==> src/rtl/audio_sample_feeder_pkg.sv <==
// Shared definitions for the audio sample feeder: FSM encoding, I2S slot width
// and the bytes-per-sample helper.
package audio_sample_feeder_pkg;

  typedef enum logic [1:0] {
    ST_IDLE     = 2'd0,
    ST_FETCH_L  = 2'd1,
    ST_FETCH_R  = 2'd2,
    ST_COMPLETE = 2'd3
  } feeder_state_t;

  localparam int SLOT_W = 32;

  function automatic int bytes_per_sample(input int sample_bits);
    return sample_bits / 8;
  endfunction

endpackage

==> src/rtl/audio_byte_fetch.sv <==
// Single-outstanding byte FIFO read handshake: issues one read strobe at a time
// and flags the returned byte one cycle later.
module audio_byte_fetch (
  input  logic clk,
  input  logic rst,
  input  logic req,
  input  logic fifo_empty,
  output logic fifo_rd_en,
  output logic byte_valid
);

  logic in_flight;

  // A new read only goes out once the previous byte has come back.
  assign fifo_rd_en = req & ~fifo_empty & ~in_flight;
  assign byte_valid = in_flight;

  always_ff @(posedge clk or posedge rst) begin
    if (rst) in_flight <= 1'b0;
    else     in_flight <= fifo_rd_en;
  end

endmodule

==> src/rtl/audio_sample_feeder.sv <==
// Assembles little-endian PCM bytes into stereo frames, keeps one frame staged
// and presents it left-justified to the I2S transmitter on each read_data_en.
//
// state       | meaning
// ST_IDLE     | not playing, waiting for play_en
// ST_FETCH_L  | reading left-sample bytes, LSB first
// ST_FETCH_R  | reading right-sample bytes, LSB first
// ST_COMPLETE | working frame full, waiting for a free staging slot
module audio_sample_feeder
  import audio_sample_feeder_pkg::*;
#(
  parameter int SAMPLE_BITS = 16,
  parameter int CNT_W       = 16
) (
  input  logic             clk,
  input  logic             rst,
  input  logic             play_en,
  input  logic             mono,
  input  logic             fifo_empty,
  output logic             fifo_rd_en,
  input  logic [7:0]       fifo_rdata,
  input  logic             read_data_en,
  output logic [31:0]      left_data,
  output logic [31:0]      right_data,
  output logic             underrun,
  output logic [CNT_W-1:0] underrun_cnt
);

  localparam int         N_BYTES   = bytes_per_sample(SAMPLE_BITS);
  localparam logic [1:0] LAST_BYTE = 2'(N_BYTES - 1);

  feeder_state_t state, state_next;
  logic [1:0]    byte_cnt, byte_cnt_next;
  logic          mono_frame, mono_next;
  logic          fetch_req, byte_valid, capture, stage_load;

  logic [SAMPLE_BITS-1:0] work_l, work_r, stage_l, stage_r;
  logic                   stage_valid;

  assign fetch_req = play_en & ((state == ST_FETCH_L) | (state == ST_FETCH_R));
  // A byte returning after play_en drops belongs to a discarded frame.
  assign capture   = byte_valid & play_en;

  audio_byte_fetch u_fetch (
    .clk        (clk),
    .rst        (rst),
    .req        (fetch_req),
    .fifo_empty (fifo_empty),
    .fifo_rd_en (fifo_rd_en),
    .byte_valid (byte_valid)
  );

  always_ff @(posedge clk or posedge rst) begin
    if (rst) begin
      state      <= ST_IDLE;
      byte_cnt   <= 2'd0;
      mono_frame <= 1'b0;
    end else begin
      state      <= state_next;
      byte_cnt   <= byte_cnt_next;
      mono_frame <= mono_next;
    end
  end

  always_comb begin
    state_next    = state;
    byte_cnt_next = byte_cnt;
    mono_next     = mono_frame;
    stage_load    = 1'b0;
    case (state)
      ST_IDLE: begin
        if (play_en) begin
          state_next = ST_FETCH_L;
          mono_next  = mono;
        end
      end
      ST_FETCH_L: begin
        if (capture) begin
          if (byte_cnt == LAST_BYTE) begin
            byte_cnt_next = 2'd0;
            state_next    = mono_frame ? ST_COMPLETE : ST_FETCH_R;
          end else begin
            byte_cnt_next = byte_cnt + 2'd1;
          end
        end
      end
      ST_FETCH_R: begin
        if (capture) begin
          if (byte_cnt == LAST_BYTE) begin
            byte_cnt_next = 2'd0;
            state_next    = ST_COMPLETE;
          end else begin
            byte_cnt_next = byte_cnt + 2'd1;
          end
        end
      end
      ST_COMPLETE: begin
        // Staging frees up either because it is empty or is being consumed now.
        if (!stage_valid || read_data_en) begin
          stage_load = 1'b1;
          state_next = ST_FETCH_L;
          mono_next  = mono;
        end
      end
      default: state_next = ST_IDLE;
    endcase
    if (!play_en) begin
      state_next    = ST_IDLE;
      byte_cnt_next = 2'd0;
      stage_load    = 1'b0;
    end
  end

  always_ff @(posedge clk or posedge rst) begin
    if (rst) begin
      work_l       <= '0;
      work_r       <= '0;
      stage_l      <= '0;
      stage_r      <= '0;
      stage_valid  <= 1'b0;
      left_data    <= '0;
      right_data   <= '0;
      underrun     <= 1'b0;
      underrun_cnt <= '0;
    end else begin
      underrun <= 1'b0;

      // Shift in from the top so byte0 ends up as the LSB after N bytes.
      if (capture && state == ST_FETCH_L)
        work_l <= {fifo_rdata, work_l[SAMPLE_BITS-1:8]};
      if (capture && state == ST_FETCH_R)
        work_r <= {fifo_rdata, work_r[SAMPLE_BITS-1:8]};

      if (read_data_en) begin
        if (stage_valid && play_en) begin
          left_data  <= {stage_l, {(SLOT_W-SAMPLE_BITS){1'b0}}};
          right_data <= {stage_r, {(SLOT_W-SAMPLE_BITS){1'b0}}};
        end else begin
          left_data  <= '0;
          right_data <= '0;
          if (play_en) begin
            underrun <= 1'b1;
            if (underrun_cnt != '1) underrun_cnt <= underrun_cnt + 1'b1;
          end
        end
      end

      if (!play_en) begin
        stage_valid <= 1'b0;
      end else if (stage_load) begin
        stage_valid <= 1'b1;
        stage_l     <= work_l;
        stage_r     <= mono_frame ? work_l : work_r;
      end else if (read_data_en) begin
        stage_valid <= 1'b0;
      end
    end
  end

endmodule

==> config.mk <==
export PLATFORM = sky130hd
export DESIGN_NAME = audio_sample_feeder
export DESIGN_NICKNAME = d
export VERILOG_FILES = /design/src/rtl/audio_sample_feeder_pkg.sv /design/src/rtl/audio_byte_fetch.sv /design/src/rtl/audio_sample_feeder.sv
export SDC_FILE = /design/constraint.sdc
export NUM_CORES = 1
export LEC_CHECK = 0
export BUFFER_PORTS_ARGS = -buffer_cell sky130_fd_sc_hd__buf_2
export CORE_ASPECT_RATIO = 2
export CORE_MARGIN = 4
export CORE_UTILIZATION = 45
export CTS_CLUSTER_DIAMETER = 120
export DETAILED_ROUTE_END_ITERATION = 10
export PLACE_DENSITY = 0.64
export SLEW_MARGIN = 15
export SYNTH_ARGS = -nofsm -noshare
export SYNTH_HDL_FRONTEND = slang
export SYNTH_SLANG_ARGS = --single-unit
==> constraint.sdc <==
create_clock -name clk -period 7.2 [get_ports clk]
set_clock_uncertainty 0.2 [all_clocks]
set_input_delay 1.08 -clock clk [delete_from_list [all_inputs] [get_ports clk]]
set_output_delay 1.08 -clock clk [all_outputs]
set_load 0.02 [all_outputs]
; After elaboration in Yosys (flattened, before gate mapping)
; Cells that the tools add are included.
[totals]
ff_bits = 152
input_bits = 14
out_inout_bits = 82
elab_cells = 78
[op_classes]
add_sub_neg = 2
n_eq_ne = 15
muxes = 27
bitwise_logic = 8
reduce_logical = 13
[op_table]
columns = operator, n
row1 = two-way mux 32 bit, 2
row2 = two-way mux 2 bit, 10
row3 = "adder 16 x 1 -> 16 bit, second input constant", 1
row4 = two-way mux 16 bit, 1
row5 = "inequality test 16 bit, second input constant", 1
row6 = two-way mux 1 bit, 12
row7 = "inequality test 3 bit, second input constant", 3
row8 = one-hot mux 2 bit (4 select lines), 1
row9 = "inequality test 2 bit, second input constant", 3
row10 = "inequality test 3 x 2 -> 1 bit, second input constant", 2
row11 = AND reduction 5 bit, 1
row12 = bitwise AND 1 bit, 4
row13 = "equality test 2 x 1 -> 1 bit, second input constant", 2
row14 = "equality test 2 bit, second input constant", 2
row15 = AND reduction 2 bit, 2
row16 = AND reduction 4 bit, 1
row17 = logical AND 1 bit, 3
row18 = "inequality test 3 x 1 -> 1 bit, second input constant", 1
row19 = NOT 1 bit, 3
row20 = AND reduction 3 bit, 1
row21 = "adder 2 x 1 -> 2 bit, second input constant", 1
row22 = logical NOT 2 bit, 1
row23 = "inequality test 2 x 1 -> 1 bit, second input constant", 1
row24 = one-hot mux 1 bit (2 select lines), 1
row25 = 5 further kinds, 5

; Longest topological paths before layout
; Gate-level depths: netlist of run 1.
[depth]
word_depth = 7
depth_mapped = 6
depth_no_buf = 6

; Cells and area by module
; Synthesis of run 1 repeated with hierarchy kept, for this count alone.
[hier_totals]
cells_unflattened = 459
hier_area_um2 = 5248.8
[modules_own_cells]
columns = mod, n_inst, cells_per_inst, area_per_inst_um2, seq_area_each_um2
row1 = audio_sample_feeder, 1, 456, 5207.5, 2977.9
row2 = audio_byte_fetch, 1, 3, 41.3, 25.0

; Worst setup path after synthesis of run 1
; OpenSTA, ideal clock, no wires.
[synth_timing]
path_type = in2out
startpoint = in play_en
endpoint = out fifo_rd_en
t_arrival_ns = 2.068
setup_slack_ns = 3.852
path_stages = 3
n_path_buf = 1
cell_sequence = buf_2 > inv_1 > nor4_1
[synth_between]
elab_chain_cells = 3
[synth_rtl]
columns = item, line
row1 = from (decl), audio_sample_feeder.sv:17  ; input logic play_en,
row2 = bitwise AND 1 bit, audio_sample_feeder.sv:40  ; assign fetch_req = play_en & ((state == ST_FETCH_L) | (state == ST_FETCH_R));
row3 = bitwise AND 1 bit (2 in series), audio_byte_fetch.sv:15  ; assign fifo_rd_en = req & ~fifo_empty & ~in_flight;
row4 = to (decl), audio_sample_feeder.sv:20  ; output logic fifo_rd_en,
; Every way passes these cells.

; Worst setup path after layout of run 1
; Same ends and word-level chain as after synthesis.

==> results.json, run 1 <==
{
  "outcome": "finished clean",
  "worst_pin_slew_ns": 1.13,
  "initial_utilization_pct": 46.1,
  "wl_microns": 10400,
  "p_sw_uw": 641,
  "multi_input_area_sq_um": 1900,
  "insertion_delay_ns": 0.40,
  "via_count": 3354,
  "rr_startpoint": "stage_valid$_DFFE_PP0P_",
  "nets": 542,
  "p_per_area_nw_per_um2": 356,
  "synth_area_sq_um": 5270,
  "ir_drop_uv": 272,
  "drc": 0,
  "syn_avg_cell_area_sq_um": 11.5,
  "regArea_sq_um": 3000,
  "cp_common_cell": "buf_2",
  "synth_top_family_by_area": "multiplexers",
  "n_antenna_cell": 0,
  "first_global_vias": 3531,
  "p_seq_share_pct": 44.5,
  "fillCellCount": 1061,
  "power.switching_fraction_pct": 29.3,
  "cts_inserted_buffers": 17,
  "crit_path_start_kind": "primary input",
  "dpl.hpwl_microns": 7240,
  "hold_violations": 0,
  "seq_area_frac_synth_pct": 57.0,
  "die_w_microns": 84.5,
  "ios": 96,
  "slew_headroom_pct": 24.9,
  "cts_buffer_depth": 2,
  "h-tree-depth": 4,
  "clkSinkCount": 120,
  "max_stage_delay_ns": 0.36,
  "grt.overflow.total": 0,
  "reg2reg_setup_slack_ns": 4.93,
  "drive_gt1_share_pct": 29.2,
  "yosysMostFrequentCell": "dfrtp_1",
  "ff2ff_path_depth": 4,
  "gp_congestion": 0.801,
  "synthArstFlopShare_pct": 100,
  "cp_num_cells": 4,
  "final_max_slew_viol_count": 0,
  "critical-path-top-delay-family": "buffers and inverters",
  "grt_max_degree": 67,
  "drtIter0Drc": 105,
  "period_needed_ns": 3.24,
  "synth_xor_xnor_area_share_pct": 2.33,
  "arrival_ns": 1.96,
  "synthAdderAreaFrac_pct": 1.66,
  "max_freq_mhz": 309,
  "synth_edf_count": 0,
  "coreArea_sq_um": 11400,
  "die_area_sq_um": 13600,
  "via_per_inst": 4.96,
  "cp_max_fo": 8,
  "cts_resized": 0,
  "ys_ff_latch": 120,
  "syn2layout_area_growth_pct": 16.8,
  "yosys-top-cells-count": "dfrtp_1, mux2_2, inv_1, nand2_1, buf_4",
  "rows": 55,
  "synthTopCellsByArea": "dfrtp_1, mux2_2, buf_4, mux2i_1, o21ai_0",
  "clkTransAtPathRegs_ns": 0.05,
  "crit_end": "fifo_rd_en",
  "path_class": "in2out",
  "r2r-end": "underrun_cnt[15]$_DFFE_PP0P_",
  "hold_buffers": 0,
  "leakage_nw": 3.12,
  "antenna_found_initial": 0,
  "yosysUniqueCellTypes": 44,
  "grt_pass1_wl_microns": 17400,
  "worstSetupStartpoint": "play_en",
  "yosysTopAreaCell": "dfrtp_1",
  "worst-path-buf-inv": 3,
  "intPower_mw": 1.55,
  "synthFlopType": "dfrtp_1",
  "rsz0062_at_grt": "false",
  "end_kind": "output port",
  "cts_tree": "built",
  "synth-simple-area-share_pct": 9.95,
  "wire_per_inst_microns": 15.3,
  "synth_mux_area_share_pct": 14.2,
  "cts-root-buf": "clkbuf_16",
  "cts_setup_buffers": 0,
  "fin_crit_sh_pct": 45.0,
  "io_buffers": 63,
  "path_cells": "buf_2 > inv_1 > nor4_1 > buf_2",
  "critPathRequiredTime_ns": 5.92,
  "synth-compound-area-share_pct": 5.72,
  "power_frac_comb_pct": 17.4,
  "ant_nets": 0,
  "setup_violations": 0,
  "cp_slowest_cell": "nor4_1",
  "die_height_microns": 161,
  "drtPass1Iterations": 4,
  "synth_top_area_share_pct": 57.0,
  "synth_warnings": 0,
  "drv_cap": 0,
  "final_core_util_pct": 53.9,
  "syn_inst": 457,
  "grt_util_all_layers_pct": 16.2,
  "p_clk_share_pct": 38.1,
  "worstHoldPathType": "reg2reg",
  "setup_tns_ns": 0
}
## worst min-delay path by stage
stage                           startpoint                         to  slack (ns)  cells past startpoint
floorplan           stage_l[0]$_DFFE_PP0P_  left_data[16]$_DFFE_PP0P_        0.25                      2
global placement    stage_l[0]$_DFFE_PP0P_  left_data[16]$_DFFE_PP0P_        0.26                      2
detailed placement  stage_l[0]$_DFFE_PP0P_  left_data[16]$_DFFE_PP0P_        0.26                      2
CTS                 stage_l[0]$_DFFE_PP0P_  left_data[16]$_DFFE_PP0P_        0.28                      2
global route        stage_l[4]$_DFFE_PP0P_  left_data[20]$_DFFE_PP0P_        0.30                      2
finish              stage_l[0]$_DFFE_PP0P_  left_data[16]$_DFFE_PP0P_        0.27                      2
## cell families (layout without fill, tap and decap cells)
family | after synthesis | in the layout
compound gates | 56 | 56
xor+xnor | 14 | 14
fa+ha+maj | 7 | 7
buf+inv | 91 | 137
flops | 120 | 120
mux | 68 | 68
other cells | 1 | 32
simple gates | 100 | 100
## state kept, by name (all words and copies together), names as in the netlist
signal / flops
stage_valid: 1
byte_cnt: 2
underrun: 1
left_data: 16
work_l: 16
underrun_cnt: 16
right_data: 16
stage_r: 16
state: 2
u_fetch.byte_valid: 1
mono_frame: 1
stage_l: 16
work_r: 16
## area by class of cell
class / instances / area share [%]
flip-flops and latches: 120 / 48.8
multi-input cells: 277 / 30.9
clock buffers: 18 / 6.97
repair buffers: 65 / 5.37
well taps: 142 / 2.89
clock inverters: 14 / 2.56
inverters: 40 / 2.48
## through the flow
stage	total power [mW]	hold WS (ns)	instance area, sq um	worst slack [ns]	cells
3_5_place_dp	1.37	0.265	5570	3.76	644
4_1_cts	2.21	0.278	6150	3.96	676
6_report	2.19	0.273	6150	3.96	676
2_1_floorplan	1.26	0.246	5390	2.73	488
5_1_grt	2.30	0.301	6150	3.81	676
3_3_place_gp	1.34	0.259	5570	3.82	644
## cells in the final DEF (no fill, tap or decap), types with 2 or more instances in the layout
cell | Yosys | layout
clkbuf_16 | 0 | 17
ha_1 | 7 | 7
buf_2 | 10 | 63
clkinvlp_4 | 0 | 5
nand3b_1 | 2 | 2
and4_1 | 2 | 2
buf_4 | 33 | 2
clkinv_2 | 0 | 6
nand2_1 | 39 | 39
conb_1 | 1 | 32
o21ai_0 | 32 | 32
mux2i_1 | 17 | 17
dfrtp_1 | 120 | 120
mux2_2 | 49 | 49
a21oi_1 | 16 | 16
xor2_1 | 13 | 13
inv_1 | 40 | 39
and3_1 | 2 | 2
nor3_1 | 5 | 5
bufinv_16 | 0 | 3
nor3_2 | 2 | 2
nor4_1 | 3 | 3
nand3_1 | 9 | 9
nor2_1 | 24 | 24
## power groups by stage
stage	clock network (mW)	logic (mW)	registers (mW)
after detailed placement	0	0.383	0.986
final	0.834	0.382	0.973
after global placement	0	0.366	0.977
after floorplan	0	0.316	0.942
after CTS	0.849	0.387	0.975
after global routing	0.882	0.426	0.996
## worst min-delay path: stages, from the launching register on
cell	delay, ns
dfrtp_1	0.34
nand2_1	0.05
o21ai_0	0.06
## per-layer routing
| metal | GRT usage [%] | vias to the layer above | wire length, microns | part of all wire [%] |
|---|---|---|---|---|
| met3 | 5.00 | 21 | 463 | 4.5 |
| met5 | 0 | - | 0 | 0 |
| li1 | - | 1591 | - | - |
| met2 | 28.3 | 86 | 5630 | 54 |
| met1 | 17.7 | 1656 | 4000 | 39 |
| met4 | 7.28 | 0 | 257 | 2.5 |
No activity file was read; power rests on OpenSTA's default activity.
==> run 2, diff against run 1 <==
==> constraint.sdc (replaced) <==
create_clock -name clk -period 3 [get_ports clk]
set_clock_uncertainty 0.2 [all_clocks]
set_input_delay 0.45 -clock clk [delete_from_list [all_inputs] [get_ports clk]]
set_output_delay 0.45 -clock clk [all_outputs]
set_load 0.02 [all_outputs]
==> run 2 against run 1 <==
Compared with the run above:
- the flow now finishes with violations (negative hold slack)
- sequential share of layout area shrank 0.90 points
- core utilization grew 1.0 points
- setup slack lost 3.5 ns
- clock-buffer cell count grew 3
- first-iteration DRC count grew 55%
- sequential cell count is the same
- routed wire length is essentially flat
- final cell count grew 1.0%
- critical path depth grew 1
- largest power group unchanged
==> results.json, run 2 (synthesis gave the netlist of run 1 again) <==
{
  "worstSetupStartpoint": "state[1]$_DFFE_PP0P_",
  "crit_path_start_kind": "register",
  "rsz0062_at_grt": "false",
  "cts_buffer_depth": 2,
  "io_buffers": 63,
  "clkSinkCount": 120,
  "cts_inserted_buffers": 17,
  "drtPass1Iterations": 4,
  "drc": 0,
  "grt_util_all_layers_pct": 16.4,
  "grt_pass1_wl_microns": 17400,
  "period_needed_ns": 2.56,
  "drtIter0Drc": 163,
  "outcome": "finished, violations left",
  "fillCellCount": 1007,
  "n_antenna_cell": 0,
  "fin_ws_ns": 0.445,
  "ir_drop_uv": 514,
  "nets": 550,
  "cts-root-buf": "clkbuf_16",
  "arrival_ns": 1.91,
  "p_per_area_nw_per_um2": 863,
  "ff2ff_path_depth": 5,
  "via_count": 3346,
  "fin_crit_sh_pct": 85.2,
  "slew_headroom_pct": 56.2,
  "cp_max_fo": 5,
  "initial_utilization_pct": 46.1,
  "ios": 96,
  "die_area_sq_um": 13600,
  "setup_violations": 0,
  "h-tree-depth": 4,
  "path_class": "reg2out",
  "failed_checks": "negative hold slack",
  "ant_nets": 0,
  "gp_congestion": 0.784,
  "place_ws_ns": 0.696,
  "first_global_vias": 3495,
  "critPathRequiredTime_ns": 2.35,
  "final_cell_mix": "dfrtp_1, buf_2, mux2_2, nand2_1, inv_1",
  "die_height_microns": 161,
  "leakage_nw": 3.19,
  "clkTransAtPathRegs_ns": 0.05,
  "dpl.hpwl_microns": 7180,
  "cts_setup_buffers": 0,
  "hold_violations": 1,
  "rr_startpoint": "stage_valid$_DFFE_PP0P_",
  "crit_end": "fifo_rd_en",
  "worstHoldPathType": "in2async",
  "antenna_found_initial": 0,
  "syn2layout_area_growth_pct": 19.0,
  "grt.overflow.total": 0,
  "final_max_slew_viol_count": 0,
  "insertion_delay_ns": 0.40,
  "end_kind": "output port",
  "cts_tree": "built",
  "whs_ns": -0.00342,
  "wl_microns": 10300,
  "via_per_inst": 4.90,
  "max_freq_mhz": 391,
  "r2r-end": "underrun_cnt[15]$_DFFE_PP0P_",
  "drive_gt1_share_pct": 29.6,
  "wire_per_inst_microns": 15.1,
  "reg2reg_setup_slack_ns": 0.89,
  "setup_tns_ns": 0,
  "rows": 55,
  "worst_pin_slew_ns": 0.657,
  "coreArea_sq_um": 11400,
  "drv_cap": 0,
  "grt_max_degree": 121,
  "final_common_cell": "dfrtp_1",
  "die_w_microns": 84.5
}
[run 2: cell types whose count changed in the layout (fill, tap and decap cells not counted), sizes merged]
cell         previous run  this run
buf                    65        72
clkinvlp                5         1
clkbuf                 18        21
bufinv                  3         5
clkinv                  6         5
dlygate4sd3             0         1
inv                    40        39
[run 2: through the flow]
step           util (%)  area (sq um)  std cells  total power, mW  hold WS [ns]
3_5_place_dp       49.3          5630        651             3.29         0.270
5_1_grt            54.9          6270        683             5.70        0.0437
3_3_place_gp       49.3          5630        651             3.24         0.263
4_1_cts            54.9          6270        683             5.47        0.0546
6_report           54.9          6270        683             5.41      -0.00342
2_1_floorplan         -          5390        488             3.02         0.246
[run 2: worst min path at each step]
stage / end / slack (ns) / depth (start not counted) / from
final: underrun_cnt[7]$_DFFE_PP0P_ / -0.003 / 3 / rst
after global routing: underrun_cnt[7]$_DFFE_PP0P_ / 0.04 / 3 / rst
after CTS: underrun_cnt[7]$_DFFE_PP0P_ / 0.05 / 3 / rst
after detailed placement: right_data[24]$_DFFE_PP0P_ / 0.27 / 2 / stage_r[8]$_DFFE_PP0P_
after global placement: right_data[25]$_DFFE_PP0P_ / 0.26 / 2 / stage_r[9]$_DFFE_PP0P_
after floorplan: left_data[16]$_DFFE_PP0P_ / 0.25 / 2 / stage_l[0]$_DFFE_PP0P_
[run 2: final cells by class]
type / instances / area, sq um / area share (%)
tap: 142 / 178 / 2.83
sequential: 120 / 3000 / 47.9
timing repair buffer: 73 / 405 / 6.47
clock inverter: 10 / 175 / 2.79
clock buffer: 21 / 450 / 7.18
multi-input combinational: 277 / 1900 / 30.4
inverter: 40 / 154 / 2.45
[run 2: routing by layer]
layer / up-vias / track usage, % / routed length (microns)
li1: 1616 / - / -
met3: 11 / 4.13 / 447
met2: 81 / 29.4 / 5810
met4: 0 / 7.42 / 198
met5: - / 0 / 0
met1: 1638 / 17.8 / 3880
[run 2: repair_timing]
item	CTS	global route
hold endpoints to repair	1	0
hold buffers	1	0
resized for setup	0	0
[run 2: worst max-delay path, cell delays in order (launching register included)]
cell and delay (ns):
dfrtp_1 0.42, inv_1 0.11, ha_1 0.36, inv_1 0.06, nor4_1 0.32, buf_2 0.23
[run 2: power by group]
group          switching (mW)  total [mW]  leakage, nW  internal, mW
logic                   0.526       0.985         1.27         0.459
clock network           0.669        2.15        0.310          1.48
registers               0.296        2.27         1.61          1.98
